`src/rtl/uart_imem_loader_if.sv`:
```
// Signal bundle between the UART receiver/IMEM side and the boot loader.
// rx_valid is a one-cycle strobe with no ready: the loader accepts every byte it is offered.
interface uart_imem_loader_if #(
   parameter int ADDR_W = 8
);
   logic              rx_valid;
   logic [7:0]        rx_data;
   logic              rx_break;
   logic              imem_we;
   logic [ADDR_W-1:0] imem_addr;
   logic [31:0]       imem_wdata;
   logic              cpu_rst;
   logic              write_done;
   logic              load_error;
   logic [ADDR_W:0]   word_count;
   logic [1:0]        dbg_state;

   modport slave (
      input  rx_valid, rx_data, rx_break,
      output imem_we, imem_addr, imem_wdata, cpu_rst, write_done,
      output load_error, word_count, dbg_state
   );

   modport master (
      output rx_valid, rx_data, rx_break,
      input  imem_we, imem_addr, imem_wdata, cpu_rst, write_done,
      input  load_error, word_count, dbg_state
   );
endinterface

```
`src/rtl/uart_imem_loader.sv`:
```
// Boot loader: packs UART bytes (LSB first) into 32-bit words, writes them to IMEM,
// and holds the core in reset until an end marker, a full memory, or a BREAK sequences it.
module uart_imem_loader #(
   parameter int          ADDR_W      = 8,
   parameter logic [31:0] END_WORD    = 32'hFFFF_FFFF,
   parameter int unsigned TIMEOUT_CYC = 1000000
) (
   input  logic clk,
   input  logic resetn,
   uart_imem_loader_if.slave bus
);

   typedef enum logic [1:0] {
      S_LOAD  = 2'd0,
      S_WRITE = 2'd1,
      S_DONE  = 2'd2
   } state_t;

   localparam logic [31:0]       TO_LAST  = TIMEOUT_CYC - 1;
   localparam logic [ADDR_W:0]   WC_ONE   = 1;
   localparam logic [ADDR_W-1:0] ADDR_ONE = 1;
   localparam logic [ADDR_W-1:0] ADDR_MAX = '1;

   state_t            r_state,      w_state_nxt;
   logic [1:0]        r_idx,        w_idx_nxt;
   logic [23:0]       r_buf,        w_buf_nxt;
   logic              r_we,         w_we_nxt;
   logic [ADDR_W-1:0] r_addr,       w_addr_nxt;
   logic [31:0]       r_wdata,      w_wdata_nxt;
   logic              r_cpu_rst,    w_cpu_rst_nxt;
   logic              r_done,       w_done_nxt;
   logic              r_err,        w_err_nxt;
   logic [ADDR_W:0]   r_wc,         w_wc_nxt;
   logic [31:0]       r_cnt,        w_cnt_nxt;
   logic [31:0]       w_word;

   always_ff @(posedge clk or negedge resetn) begin
      if (!resetn) begin
         r_state   <= S_LOAD;
         r_idx     <= 2'd0;
         r_buf     <= 24'd0;
         r_we      <= 1'b0;
         r_addr    <= '0;
         r_wdata   <= 32'd0;
         r_cpu_rst <= 1'b1;
         r_done    <= 1'b0;
         r_err     <= 1'b0;
         r_wc      <= '0;
         r_cnt     <= 32'd0;
      end else begin
         r_state   <= w_state_nxt;
         r_idx     <= w_idx_nxt;
         r_buf     <= w_buf_nxt;
         r_we      <= w_we_nxt;
         r_addr    <= w_addr_nxt;
         r_wdata   <= w_wdata_nxt;
         r_cpu_rst <= w_cpu_rst_nxt;
         r_done    <= w_done_nxt;
         r_err     <= w_err_nxt;
         r_wc      <= w_wc_nxt;
         r_cnt     <= w_cnt_nxt;
      end
   end

   always_comb begin
      w_state_nxt   = r_state;
      w_idx_nxt     = r_idx;
      w_buf_nxt     = r_buf;
      w_we_nxt      = 1'b0;
      w_addr_nxt    = r_addr;
      w_wdata_nxt   = r_wdata;
      w_cpu_rst_nxt = r_cpu_rst;
      w_done_nxt    = r_done;
      w_err_nxt     = r_err;
      w_wc_nxt      = r_wc;
      w_cnt_nxt     = r_cnt;
      w_word        = {bus.rx_data, r_buf};

      unique case (r_state)
         S_LOAD: begin
            if (bus.rx_break) begin
               // BREAK beats a same-cycle byte; only a half-built word counts as an error.
               w_idx_nxt  = 2'd0;
               w_cnt_nxt  = 32'd0;
               w_addr_nxt = '0;
               w_wc_nxt   = '0;
               if (r_idx != 2'd0) w_err_nxt = 1'b1;
            end else if (bus.rx_valid) begin
               w_cnt_nxt = 32'd0;
               unique case (r_idx)
                  2'd0: w_buf_nxt[7:0]   = bus.rx_data;
                  2'd1: w_buf_nxt[15:8]  = bus.rx_data;
                  2'd2: w_buf_nxt[23:16] = bus.rx_data;
                  default: ;
               endcase
               if (r_idx == 2'd3) begin
                  w_idx_nxt = 2'd0;
                  if (w_word == END_WORD) begin
                     w_state_nxt   = S_DONE;
                     w_done_nxt    = 1'b1;
                     w_cpu_rst_nxt = 1'b0;
                  end else begin
                     w_state_nxt = S_WRITE;
                     w_we_nxt    = 1'b1;
                     w_wdata_nxt = w_word;
                  end
               end else begin
                  w_idx_nxt = r_idx + 2'd1;
               end
            end else if ((TIMEOUT_CYC != 0) && (r_idx != 2'd0)) begin
               if (r_cnt == TO_LAST) begin
                  w_idx_nxt = 2'd0;
                  w_cnt_nxt = 32'd0;
                  w_err_nxt = 1'b1;
               end else begin
                  w_cnt_nxt = r_cnt + 32'd1;
               end
            end
         end

         S_WRITE: begin
            // The strobe is already on the bus this cycle, so the write always lands.
            w_cnt_nxt = 32'd0;
            if (bus.rx_break) begin
               w_state_nxt = S_LOAD;
               w_idx_nxt   = 2'd0;
               w_addr_nxt  = '0;
               w_wc_nxt    = '0;
            end else begin
               w_wc_nxt = r_wc + WC_ONE;
               if (r_addr == ADDR_MAX) begin
                  w_state_nxt   = S_DONE;
                  w_done_nxt    = 1'b1;
                  w_cpu_rst_nxt = 1'b0;
               end else begin
                  w_state_nxt = S_LOAD;
                  w_addr_nxt  = r_addr + ADDR_ONE;
                  if (bus.rx_valid) begin
                     w_buf_nxt[7:0] = bus.rx_data;
                     w_idx_nxt      = 2'd1;
                  end
               end
            end
         end

         S_DONE: begin
            if (bus.rx_break) begin
               w_state_nxt   = S_LOAD;
               w_cpu_rst_nxt = 1'b1;
               w_done_nxt    = 1'b0;
               w_addr_nxt    = '0;
               w_wc_nxt      = '0;
               w_err_nxt     = 1'b0;
               w_idx_nxt     = 2'd0;
               w_cnt_nxt     = 32'd0;
            end
         end

         default: w_state_nxt = S_LOAD;
      endcase
   end

   assign bus.imem_we    = r_we;
   assign bus.imem_addr  = r_addr;
   assign bus.imem_wdata = r_wdata;
   assign bus.cpu_rst    = r_cpu_rst;
   assign bus.write_done = r_done;
   assign bus.load_error = r_err;
   assign bus.word_count = r_wc;
   assign bus.dbg_state  = r_state;

endmodule

```
`src/flat_wrapper.sv`:
```
// flat-port wrapper written by rule: the top's interface ports become plain ports
module uart_imem_loader_flat 
#(
   parameter int          ADDR_W      = 8,
   parameter logic [31:0] END_WORD    = 32'hFFFF_FFFF,
   parameter int unsigned TIMEOUT_CYC = 1000000
)
  (clk, resetn, bus_rx_valid, bus_rx_data, bus_rx_break, bus_imem_we, bus_imem_addr, bus_imem_wdata, bus_cpu_rst, bus_write_done, bus_load_error, bus_word_count, bus_dbg_state);
  uart_imem_loader_if #(.ADDR_W(ADDR_W)) bus_i ();
  input  logic clk;
  input  logic resetn;
  input wire logic [$bits(bus_i.rx_valid)-1:0] bus_rx_valid;
  input wire logic [$bits(bus_i.rx_data)-1:0] bus_rx_data;
  input wire logic [$bits(bus_i.rx_break)-1:0] bus_rx_break;
  output wire logic [$bits(bus_i.imem_we)-1:0] bus_imem_we;
  output wire logic [$bits(bus_i.imem_addr)-1:0] bus_imem_addr;
  output wire logic [$bits(bus_i.imem_wdata)-1:0] bus_imem_wdata;
  output wire logic [$bits(bus_i.cpu_rst)-1:0] bus_cpu_rst;
  output wire logic [$bits(bus_i.write_done)-1:0] bus_write_done;
  output wire logic [$bits(bus_i.load_error)-1:0] bus_load_error;
  output wire logic [$bits(bus_i.word_count)-1:0] bus_word_count;
  output wire logic [$bits(bus_i.dbg_state)-1:0] bus_dbg_state;
  assign bus_i.rx_valid = bus_rx_valid;
  assign bus_i.rx_data = bus_rx_data;
  assign bus_i.rx_break = bus_rx_break;
  assign bus_imem_we = bus_i.imem_we;
  assign bus_imem_addr = bus_i.imem_addr;
  assign bus_imem_wdata = bus_i.imem_wdata;
  assign bus_cpu_rst = bus_i.cpu_rst;
  assign bus_write_done = bus_i.write_done;
  assign bus_load_error = bus_i.load_error;
  assign bus_word_count = bus_i.word_count;
  assign bus_dbg_state = bus_i.dbg_state;
  uart_imem_loader #(.ADDR_W(ADDR_W), .END_WORD(END_WORD), .TIMEOUT_CYC(TIMEOUT_CYC)) u_core (.clk(clk), .resetn(resetn), .bus(bus_i));
endmodule
```
`config.mk`:
```
export PLATFORM = sky130hd
export DESIGN_NAME = uart_imem_loader_flat
export DESIGN_NICKNAME = d
export VERILOG_FILES = /design/src/rtl/uart_imem_loader_if.sv /design/src/rtl/uart_imem_loader.sv /design/src/flat_wrapper.sv
export SDC_FILE = /design/constraint.sdc
export NUM_CORES = 1
export LEC_CHECK = 0
export CAP_MARGIN = 20
export CORE_ASPECT_RATIO = 1.25
export CORE_MARGIN = 4
export CORE_UTILIZATION = 45
export CTS_BUF_LIST = sky130_fd_sc_hd__clkbuf_2 sky130_fd_sc_hd__clkbuf_4 sky130_fd_sc_hd__clkbuf_8
export DETAILED_ROUTE_END_ITERATION = 7
export PLACE_DENSITY = 0.67
export REMOVE_ABC_BUFFERS = 1
export SYNTH_ARGS = -nofsm -noshare
export SYNTH_HDL_FRONTEND = slang
export SYNTH_SLANG_ARGS = --single-unit
```
`constraint.sdc`:
```
create_clock -name clk -period 2.23 [get_ports clk]
set_clock_uncertainty 0.15 [all_clocks]
set_input_delay 0.446 -clock clk [delete_from_list [all_inputs] [get_ports clk]]
set_output_delay 0.446 -clock clk [all_outputs]
set_load 0.01 [all_outputs]
```
Word level (Yosys, flattened, before mapping)
Cells that the tools add are included.

Bitwise gates (word level): 2. Muxes and demuxes: 64. $add $sub $neg: 4. Reductions and logical operators: 19. Eq/ne operators: 26.

Operators with widths (count): 32-bit 2-to-1 mux (5); 32-bit case mux with 3 select lines (1); 8-bit 2-to-1 mux (9); 32-bit by 1-bit adder with 32-bit output (second input constant) (1); 32-bit by 20-bit equality test with 1-bit output (second input constant) (1); 32-bit equality test (second input constant) (1); 8-bit case mux with 2 select lines (2); 2-bit 2-to-1 mux (15); 1-bit 2-to-1 mux (24); 9-bit 2-to-1 mux (2); 9-bit case mux with 2 select lines (1); 2-bit != test (second input constant) (7); 2-bit case mux with 3 select lines (2); 4-bit AND reduction (3); 2-bit by 1-bit != test with 1-bit output (second input constant) (5); 5-bit AND reduction (2); 9-bit by 1-bit adder with 9-bit output (second input constant) (1); 3-bit != test (second input constant) (3); 8-bit by 1-bit adder with 8-bit output (second input constant) (1); 8-bit equality test (second input constant) (1); 4-bit by 3-bit != test with 1-bit output (second input constant) (2); 8-bit AND reduction (1); 2-bit nonzero test (4); 7-bit AND reduction (1); other kinds (13) (20).

Register bits after elaboration: 113. Input bits: 12. Word-level logic and storage cells: 128. Output and inout bits: 55.

Logic depth before layout (Yosys ltp)
Gate-level depths: netlist of the first run.

Word-level depth: 6. Gate-level depth with buffers: 10. Mapped depth without buffers: 7.

Least setup slack after synthesis of the first run
No wires, ideal clock.

Path type: reg2reg. Start point: register u_core.r_state[0], in the netlist u_core.bus.dbg_state[0]. End point: register u_core.r_cnt[31]. Path buffers: 1. Stages on the path, launching flop included: 9. Library setup time: 0.073 ns. Clock period less this slack: 2.428 ns. Path slack: -0.198 ns. Required time: 2.007 ns. Arrival time: 2.205 ns. Cell sequence: dfrtp_1 > inv_1 > ha_1 > buf_2 > nor2b_4 > nor4_4 > nand2_4 > or4_4 > a21oi_2.

Word-level cells in the longest chain between the ends: 3. Elaborated cells on any way between the ends: 8. Those cells by class: 4 x eq/ne; 1 x mux; 3 x reduce/logical.

Ends and longest elaborated chain: start: declaration (RTL line uart_imem_loader.sv:24) `state_t r_state, w_state_nxt;`; start signal: assignment (RTL line uart_imem_loader.sv:51) `r_state <= w_state_nxt;`; 2-bit equality test (tied with other cells) (RTL line uart_imem_loader.sv:79) `unique case (r_state)`; 2-bit != test (no source line) (tied with other cells); 3-bit AND reduction (no source line); end signal: assignment (RTL line uart_imem_loader.sv:61) `r_cnt <= w_cnt_nxt;`; end: declaration (RTL line uart_imem_loader.sv:34) `logic [31:0] r_cnt, w_cnt_nxt;`.

Parallel ways exist; a longest one is shown, timed or not. A chain may end at the register's enable or synchronous reset.

Worst setup path after layout of the first run
Start point: register u_core.r_cnt[0]. End point: register u_core.r_cnt[16].

Word-level cells in the longest chain between the ends: 6. Elaborated cells on any way between the ends: 7. Those cells by class: 1 x add/sub; 1 x eq/ne; 5 x mux.

Ends and longest elaborated chain: 32-bit by 1-bit adder with 32-bit output or 32-bit by 20-bit equality test with 1-bit output (tied branches) (RTL line uart_imem_loader.sv:116, uart_imem_loader.sv:111); 32-bit 2-to-1 mux (*) (RTL line uart_imem_loader.sv:111) `if (r_cnt == TO_LAST) begin`; 32-bit 2-to-1 mux (*) (RTL line uart_imem_loader.sv:110) `end else if ((TIMEOUT_CYC != 0) && (r_idx != 2'd0)) begin`; 32-bit 2-to-1 mux (*) (RTL line uart_imem_loader.sv:88) `end else if (bus.rx_valid) begin`; 32-bit 2-to-1 mux (*) (RTL line uart_imem_loader.sv:81) `if (bus.rx_break) begin`; 32-bit case mux with 3 select lines (*) (RTL line uart_imem_loader.sv:79).

Mark *: on every way between the ends. The rest lies on a longest branch, timed or not. The select of a mux whose other input is x is not followed.

==> key figures, run 1 <==
GRT
  • Met2 Usage GRT: 0.3517
  • Gr busiest metal: met2
  • Vias in the first global route: between 4,000 and 5,000
  • First-pass GRT wire length: 21.90 mm
  • GRT met1 Usage: 0.2352
  • Met3 Use GR: 0.05634
  • Total track usage: 0.2008
  • GRT overflow: 0
  • Initial antenna violation count: 0
  • Largest net degree at the start of global routing: between 60 and 70

Status
  • Outcome: finished, final reports clean

Detailed routing
  • Via count: 4,337
  • # DRC: 0
  • Routed WL per cell: about 16 um
  • Post-route ant nets: 0
  • Drt first-iter violations: ~170
  • Detailed Routing Iterations Pass 1: 4
  • DR vias/cell: around 5.4
  • Detailed Route WL: around 13 mm

Critical path
  • CP bufs+invs: 1
  • Levels on crit path: 7
  • Register-to-Register Path Depth: 7
  • CP Data Arrival Time: between 2000 and 2500 ps
  • Top cell family by delay on the critical path: simple AND/OR/NAND/NOR gates
  • CP required: between 2000 and 2500 ps
  • CP max-delay cell: dfrtp_1
  • Critical Path Source Type: register
  • R2R setup slack: approximately 68 ps
  • Biggest cell delay along the critical path: 400 ps
  • Critical Path Sink Type: register
  • Crit-path cells: ha_1 > and4_2 > nand3b_1 > o31ai_4 > and2_1 > buf_12 > nor2_1
  • CP Max Fanout: 25
  • WS Path Type: register to register

STA
  • Max-slew violation count: 0
  • Hold_ws: 239.5 ps
  • Unrepaired setup endpoints after global routing: true
  • Slew HR: 0.7119
  • Max Fclk: around 460 MHz
  • Final number of setup-violating endpoints: 0
  • Slew @ Worst Pin: 428.6 ps
  • Post-layout min period: approximately 2200 ps
  • Fin. Hold Viols: 0
  • Final WS setup: just under 70 ps
  • Final period util: 0.9696

Placement
  • Post-DP HPWL: ~9.4 mm
  • Pre-CTS setup slack: -538.6 ps
  • Buffers added on ports: 66
  • Placed Cells: 768
  • Routability-driven placement congestion ratio: ~0.85
  • Cell Area, Placed: ~6900 sq um

Floorplan
  • Die Width: ~110 um
  • Initial Util: 0.4651
  • Die area: between 10,000 and 15,000 sq um
  • IO Count: 67
  • Height of the die: 131.1 um
  • Core area: about 12,000 sq um
  • Cell row count: 44

Synthesis
  • Post-synth cell types: 55
  • Synthesized area per cell: roughly 11 sq um
  • Post-synth EDFFs: 0
  • FFs w/ async S/R, synth: 1.000
  • Dominant synthesized flop cell: dfrtp_1
  • Cells after synthesis: between 400 and 500
  • Yosys warns: 0
  • Post-synthesis sequential area ratio: 0.5187
  • Synth Cell Area: approximately 5500 sq um
  • Yosys reg bits: around 110

CTS
  • Clk_lat worst skew: 460 ps
  • Sink Count: ~110
  • Num CTS Buffers: 17
  • H-tree levels: 4
  • Root buffer cell: clkbuf_8
  • Bufs on Longest Clock Path: 2
  • CTS tree: yes
  • Clock transition at path regs: approximately 80 ps

Flow run
  • Max-cap violations: 0

Layout
  • Area Growth Syn to Fin: 38.08%
  • Layout Nets: 655
  • Share of layout cells above drive strength 1: 0.3178
  • Non-Filler Instances: roughly 810
  • # diodes: 0
  • Fin area: between 7000 and 8000 sq um

Min path
  • HP Class: primary input to async pin

Power
  • Static leakage: 0.003290 uW
  • Maximum VDD drop: 0.7025 mV
  • Pwr dens: about 940 nW/um^2
## placed cells by master (no fill, tap or decap), drive strengths merged, types with 3 or more instances in the layout
master / count
nand2: 24
o31ai: 13
and2: 6
nand3: 23
a31oi: 3
xor2: 10
or4: 5
nor2b: 11
o21ai: 23
and3: 7
clkdlybuf4s50: 65
nor3: 10
mux2i: 5
inv: 18
nor2: 40
bufinv: 4
mux2: 58
clkbuf: 17
xnor2: 13
nand4: 22
dfrtp: 112
ha: 11
and4: 6
nor4: 13
a21oi: 13
nor4b: 4
buf: 79
nand2b: 6
## worst register-to-register path: cells and delay by family, from the launching register on
| family | cells | cell delay, ps |
|---|---|---|
| AOI/OAI and AO/OA | 1 | 340 |
| adders and majority gates | 1 | 220 |
| buffers and inverters | 1 | 180 |
| DFF | 1 | 400 |
| and+or+nand+nor | 4 | 770 |
## cell type report
type	count	area (sq um)
Multi-Input combinational cell	345	2670
Clock buffer	17	234.0
Tap cell	161	201.4
Sequential cell	113	2829
Timing Repair Buffer	145	1341
Clock inverter	15	217.7
Inverter	10	37.54
Fill cell	933	4195
## routing by layer
metal,up-vias,wire [um]
li1,2077,-
met1,2144,5526
met2,87,6956
met3,29,502
met4,0,301
met5,-,0
## stage by stage
stage               setup TNS [ps]  total power, uW  utilization
CTS                              0             6957       0.6281
global placement            -21700             4618       0.5854
detailed placement          -26810             4686       0.5854
floorplan                   -38570             3658            -
global route                -62.51             7429       0.6422
finish                           0             7057       0.6422
## cells in the mapped netlist (7+ instances only)
| cell type | number | area (sq um) |
|---|---|---|
| ha_1 | 11 | 137.6 |
| nor3_1 | 10 | 50.05 |
| o31ai_1 | 11 | 82.58 |
| nand3_1 | 22 | 110.1 |
| nor2b_1 | 10 | 62.56 |
| o21ai_0 | 23 | 115.1 |
| inv_1 | 10 | 37.54 |
| nor4_1 | 12 | 75.07 |
| mux2_2 | 53 | 596.8 |
| xor2_1 | 10 | 87.58 |
| a21oi_1 | 12 | 60.06 |
| nor2_1 | 40 | 150.1 |
| nand4_1 | 22 | 137.6 |
| nand2_1 | 23 | 86.33 |
| dfrtp_1 | 112 | 2803 |
| and3_1 | 7 | 43.79 |
| xnor2_1 | 13 | 113.9 |
| clkbuf_1 | 10 | 37.54 |
## path summary, 6_finish.rpt
kind | from | to
setup / recovery | u_core.r_cnt[0] | u_core.r_cnt[16]
hold / removal | resetn | u_core.bus.dbg_state[0]
setup reg to reg | u_core.r_cnt[0] | u_core.r_cnt[16]
hold reg to reg | u_core.bus.word_count[8] | u_core.bus.word_count[8]
max in group asynchronous | resetn | u_core.r_buf[6]
min in group clk | u_core.bus.word_count[8] | u_core.bus.word_count[8]
## flip-flops by register name, indices dropped and copies added, names as in the netlist
name / count
u_core.bus.cpu_rst: 1
u_core.bus.dbg_state: 2
u_core.bus.imem_addr: 8
u_core.bus.imem_wdata: 32
u_core.bus.imem_we: 1
u_core.bus.load_error: 1
u_core.bus.word_count: 9
u_core.bus.write_done: 1
u_core.r_buf: 24
u_core.r_cnt: 32
u_core.r_idx: 2
## where the power goes
part	switching (uW)	leakage [uW]	internal [uW]
Clock	959	0.000225	1250
Sequential	267	0.00153	2390
Combinational	1050	0.00154	1140
## logic make-up after synthesis
family,Yosys count,share of synthesized area
xor+xnor,23,0.03693
flops,113,0.5187
compound gates,64,0.07617
fa+ha+maj,11,0.02523
buf+inv,29,0.02294
mux,63,0.1289
simple gates,184,0.1911
## repair_timing
| item | CTS | global route |
|---|---|---|
| gates resized for setup | 6 | 28 |
| setup endpoints to repair | 62 | 67 |
| setup buffers | 1 | 4 |
| hold buffers | 1 | 0 |
| hold endpoints to repair | 50 | 0 |
| pin swaps | 2 | 6 |
No activity file was read; power rests on OpenSTA's default activity.
==> run 2: changes to the inputs <==
Settings changed: TNS_END_PERCENT from default to 1.
==> run 2 against run 1 <==
Wire length shrank 0.97%. Largest power group unchanged. Hold slack gained 7.4 ps. Critical path type is now register to primary output. Critical path depth shrank 5. Critical endpoint is now bus_dbg_state[1].
==> key figures, run 2 (synthesized netlist as in run 1, its figures left out) <==
Floorplan
  • Die Width: 106.5 um (unchanged)
  • Initial Util: 0.4651 (unchanged)
  • Die area: 13,960 sq um (unchanged)
  • IO Count: 67 (unchanged)
  • Height of the die: 131.1 um (unchanged)
  • Cell row count: 44 (unchanged)
  • Core area: 11,730 sq um (unchanged)

GRT
  • GRT met1 Usage: 0.2358 (+0.0006373)
  • Gr busiest metal: met2
  • Total track usage: 0.2007 (about the same)
  • Largest net degree at the start of global routing: 64 (unchanged)
  • Met2 Usage GRT: 0.3521 (+0.0003730)
  • Met3 Use GR: 0.05585 (-0.0004900)
  • GRT overflow: 0 (unchanged)
  • First-pass GRT wire length: 21.89 mm (about the same)
  • Vias in the first global route: 4,520 (-0.33%)
  • Initial antenna violation count: 0 (unchanged)

Min path
  • HP Class: primary input to async pin

Flow run
  • Max-cap violations: 0 (unchanged)

Detailed routing
  • DR vias/cell: 5.379 (about the same)
  • Routed WL per cell: 16.36 um (-0.72%)
  • Via count: 4,325 (-0.28%)
  • Detailed Route WL: 13.16 mm (-0.97%)
  • Post-route ant nets: 0 (unchanged)
  • Detailed Routing Iterations Pass 1: 6 (+2)
  • # DRC: 0 (unchanged)
  • Drt first-iter violations: 153 (-11%)

Critical path
  • WS Path Type: register to primary output
  • CP Data Arrival Time: 1550 ps (-810 ps)
  • Critical Path Source Type: register
  • CP Max Fanout: 4 (-84%)
  • CP required: 1630 ps (-790 ps)
  • Critical Path Sink Type: primary output

STA
  • Fin. Hold Viols: 0 (unchanged)
  • Final number of setup-violating endpoints: 0 (unchanged)
  • Hold_ws: 246.9 ps (+7.450 ps)
  • Max Fclk: 467.0 MHz (+0.97%)
  • Final period util: 0.9603 (-0.009321)
  • Final WS setup: 88.47 ps (+20.79 ps)
  • Slew HR: 0.6868 (-0.02511)
  • Max-slew violation count: 0 (unchanged)
  • Post-layout min period: 2142 ps (-20.79 ps)
  • Slew @ Worst Pin: 460.7 ps (+32.11 ps)
  • Unrepaired setup endpoints after global routing: true

Power
  • Total power: 7008 uW (-0.69%)
  • Maximum VDD drop: 0.7009 mV (-0.23%)
  • Static leakage: 0.003269 uW (-0.64%)
  • Pwr dens: 937.7 nW/um^2 (about the same)

CTS
  • Clk_lat worst skew: 450 ps (about the same)
  • Bufs on Longest Clock Path: 2 (unchanged)
  • CTS tree: yes
  • Clock transition at path regs: 80 ps (about the same)
  • H-tree levels: 4 (unchanged)
  • Sink Count: 113 (unchanged)
  • Root buffer cell: clkbuf_8
  • Num CTS Buffers: 17 (unchanged)

Layout
  • Multi-input logic area: 2628 sq um (-1.6%)
  • Fill cell total of the finished layout: 942 (+0.96%)
  • Most common cell after layout, fill and taps aside: dfrtp_1
  • Area Growth Syn to Fin: 37.03%
  • Finished Core Util: 0.6373 (-0.004908)
  • # diodes: 0 (unchanged)
  • Commonest non-fill, non-tap cells in the layout: dfrtp_1 (112), buf_4 (70), clkdlybuf4s50_1 (65)
  • Share of layout cells above drive strength 1: 0.3033 (-0.01456)
  • Seq. cell area: 2829 sq um (unchanged)
  • Layout Nets: 653 (-0.31%)

Placement
  • Buffers added on ports: 66 (unchanged)
  • Post-DP HPWL: 9.375 mm (unchanged)
  • Routability-driven placement congestion ratio: 0.8483 (unchanged)
  • Pre-CTS setup slack: -538.6 ps (unchanged)

Status
  • Outcome: finished, final reports clean
## run 2: cell count changes in the layout (fill, tap and decap cells not counted), moves of 2 or more
cell	change
or4_1	+3
or4_4	-3
a21oi_1	+2
a21oi_2	-2
buf_4	-2
nor4_1	+2
nor4_2	-2
## run 2: metrics by stage
stage / cells / TNS [ps] / instance area [sq um]
floorplan: 468 / -38570 / 5366
global placement: 768 / -21700 / 6864
detailed placement: 768 / -26810 / 6864
CTS: 801 / 0 / 7371
global route: 804 / -49.12 / 7473
finish: 804 / 0 / 7473
## run 2: layout make-up
| class | count | share of cell area |
|---|---|---|
| clock inverters | 15 | 0.02913 |
| flip-flops and latches | 113 | 0.3785 |
| inverters | 10 | 0.005023 |
| clock buffers | 17 | 0.03131 |
| repair buffers | 143 | 0.1775 |
| multi-input cells | 345 | 0.3516 |
| well taps | 161 | 0.02695 |
## run 2: what timing repair did
item | CTS | global route
hold buffers | 1 | 0
resized for setup | 8 | 17
pin swaps | 1 | 7
setup buffers | 0 | 3
gates cloned | 0 | 0
endpoints found under the hold margin | 50 | 0
setup endpoints to repair | 62 | 61
## run 2: where the power goes
part / internal (uW) / switching [uW]
logic: 1120 / 1030
registers: 2390 / 270
clock network: 1250 / 947
total: 4760 / 2250
## run 2: path summary, 6_finish.rpt
check	start	end	slack, ps	cells past startpoint
max	u_core.bus.dbg_state[1]	bus_dbg_state[1]	90	2
min	resetn	u_core.bus.dbg_state[0]	250	2
max reg2reg	u_core.r_cnt[0]	u_core.r_cnt[16]	90	7
min reg2reg	u_core.bus.word_count[8]	u_core.bus.word_count[8]	340	1
max in group asynchronous	resetn	u_core.r_buf[6]	1080	3
min in group clk	u_core.bus.word_count[8]	u_core.bus.word_count[8]	340	1
## run 2: critical path: stages, from the launching register on
cell	delay [ps]
dfrtp_1	410
buf_4	150
clkdlybuf4s50_1	530
## run 2: metal layers
| layer | vias up | routed length, um |
|---|---|---|
| met5 | - | 0 |
| met4 | 0 | 205 |
| met3 | 23 | 507 |
| met2 | 95 | 6962 |
| met1 | 2137 | 5482 |
| li1 | 2070 | - |
==> run 3: changes to the inputs <==
Settings changed: CORE_MARGIN 4 to 2.
==> run 3 against run 2 <==
Combinational power shrank 2%. Highest routed layer unchanged. Critical path depth rose by 6. Core utilization shrank 0.13 points. Hold slack improved by 79 ps. Clock power fell by 9%. Cell count increased by 0.12%.
==> key figures, run 3 (synthesized netlist as in run 1, its figures left out) <==
Power
  • Static leakage: 0.003262 uW (-0.21%)
  • Pint: 4597 uW (-3.5%)
  • Flop pwr share: 0.393 (+0.013)
  • Pwr dens: 909.8 nW/um^2 (-3.0%)
  • Comb pwr share: 0.311 (+0.005)
  • Maximum VDD drop: 0.7313 mV (+4.3%)
  • Clock share of power: 0.296 (-0.018)
  • Psw: 2189 uW (-2.5%)
  • Switching share of power: 0.3226 (+0.002217)

Status
  • Outcome: finished, final reports clean

STA
  • Final period util: 0.9950 (+0.03470)
  • Post-layout min period: 2219 ps (+77.38 ps)
  • Max-slew violation count: 0 (unchanged)
  • Final WS setup: 11.09 ps (-77.38 ps)
  • Hold_ws: 325.7 ps (+78.76 ps)
  • Final number of setup-violating endpoints: 0 (unchanged)
  • Unrepaired setup endpoints after global routing: true
  • Slew HR: 0.7022 (+0.01542)
  • Fin. Hold Viols: 0 (unchanged)
  • Slew @ Worst Pin: 442.6 ps (-18.10 ps)
  • Max Fclk: 450.7 MHz (-3.5%)

CTS
  • H-tree levels: 4 (unchanged)
  • Num CTS Buffers: 17 (unchanged)
  • CTS tree: yes
  • Post-CTS Setup Inserts: 0 (unchanged)
  • Root buffer cell: clkbuf_8
  • Clk_lat worst skew: 440 ps (about the same)
  • Clock transition at path regs: 70 ps (about the same)
  • Sink Count: 113 (unchanged)
  • Bufs on Longest Clock Path: 2 (unchanged)

Placement
  • Routability-driven placement congestion ratio: 0.8599 (+1.4%)
  • Pre-CTS setup slack: -570.7 ps (-32.11 ps)
  • Buffers added on ports: 66 (unchanged)
  • Post-DP HPWL: 9.323 mm (-0.55%)
  • Placed Cells: 772 (+0.52%)

Layout
  • Commonest non-fill, non-tap cells in the layout: dfrtp_1 (112), buf_4 (71), clkdlybuf4s50_1 (65)
  • # diodes: 0 (unchanged)
  • Most common cell after layout, fill and taps aside: dfrtp_1
  • Non-Filler Instances: 805 (+0.12%)
  • Area Growth Syn to Fin: 36.75%
  • Share of layout cells above drive strength 1: 0.3106 (+0.007293)
  • Layout Nets: 654 (+0.15%)

Critical path
  • Reg2reg end: u_core.r_cnt[31]
  • Top cell family by delay on the critical path: simple AND/OR/NAND/NOR gates
  • Biggest cell delay along the critical path: 500 ps (-30 ps)
  • Critical Path Start: u_core.bus.dbg_state[1]
  • R2R setup slack: 10 ps (-80 ps)
  • Critical Path Source Type: register
  • WS Path Type: register to register
  • CP Data Arrival Time: 2440 ps (+890 ps)
  • Cell seen most often among critical-path stages: buf_4
  • Register-to-Register Path Depth: 8 (+1)
  • CP bufs+invs: 2 (unchanged)
  • CP required: 2460 ps (+830 ps)
  • Crit-path cells: buf_4 > ha_1 > nor2b_4 > nor4_4 > buf_4 > nand2_4 > or4_4 > a21oi_2
  • Worst R2R Start: u_core.bus.dbg_state[1]
  • Critical Path Sink Type: register
  • CP max-delay cell: or4_4
  • CP Max Fanout: 9 (+5)

Floorplan
  • Height of the die: 127.1 um (-3.1%)
  • IO Count: 67 (unchanged)
  • Cell row count: 44 (unchanged)
  • Die Width: 102.5 um (-3.8%)
  • Core area: 11,730 sq um (unchanged)
  • Die area: 13,020 sq um (-6.7%)
  • Initial Util: 0.4651 (unchanged)

Detailed routing
  • Detailed Routing Iterations Pass 1: 5 (-1)
  • Post-route ant nets: 0 (unchanged)
  • Drt first-iter violations: 139 (-9.2%)
  • # DRC: 0 (unchanged)
  • Via count: 4,325 (unchanged)
  • DR vias/cell: 5.373 (-0.12%)
  • Detailed Route WL: 12.95 mm (-1.6%)
  • Routed WL per cell: 16.08 um (-1.7%)

GRT
  • First-pass GRT wire length: 21.71 mm (-0.79%)
  • Vias in the first global route: 4,411 (-2.4%)
  • Total track usage: 0.2152 (+0.01459)
  • Largest net degree at the start of global routing: 50 (-22%)
  • Initial antenna violation count: 0 (unchanged)
  • GRT overflow: 0 (unchanged)

Min path
  • HP Class: primary input to async pin

Flow run
  • Max-cap violations: 0 (unchanged)
-- run 3: layer usage --
metal,track usage,wire length [um],up-vias
li1,-,-,2075
met1,0.2597,5431,2142
met2,0.3591,6723,83
met3,0.06893,493,25
met4,0.07608,299,0
met5,0,0,-
-- run 3: per-stage QoR --
stage	instance area [sq um]	utilization	total power [uW]	setup TNS, ps
global route	7458	0.6360	7182	-482.6
global placement	6894	0.5879	4612	-34620
CTS	7346	0.6264	6747	-47.75
floorplan	5366	-	3658	-38570
detailed placement	6894	0.5879	4668	-34170
finish	7458	0.6360	6786	0
-- run 3: layout make-up --
| class | count | area [sq um] |
|---|---|---|
| clock buffer | 17 | 234.0 |
| inverter | 10 | 37.54 |
| fill | 937 | 4268 |
| multi-input combinational | 345 | 2641 |
| tap | 161 | 201.4 |
| clock inverter | 15 | 181.4 |
| sequential | 113 | 2829 |
| timing repair buffer | 144 | 1334 |
-- run 3: worst max-delay path by stage --
stage | endpoint | slack, ps | depth (start not counted)
after floorplan | u_core.bus.imem_wdata[0] | -1140 | 5
after global placement | u_core.bus.cpu_rst | -600 | 7
after detailed placement | u_core.bus.cpu_rst | -570 | 7
after CTS | u_core.bus.cpu_rst | -10 | 7
after global routing | u_core.r_cnt[31] | -60 | 8
final | u_core.r_cnt[31] | 10 | 8
-- run 3: power by group through the flow --
stage | clock, uW | combinational (uW) | sequential [uW]
after floorplan | 0 | 988 | 2670
after global placement | 0 | 1930 | 2680
final | 2010 | 2110 | 2670
after CTS | 2060 | 2020 | 2670
after global routing | 2160 | 2310 | 2710
after detailed placement | 0 | 1970 | 2700
-- run 3: what timing repair did --
action                                  CTS  global route
cloned                                    0             0
hold endpoints to repair                 25             0
endpoints found under the setup margin   65            76
pin swaps                                 1             4
hold buffers                              1             0
resized for setup                         5            23
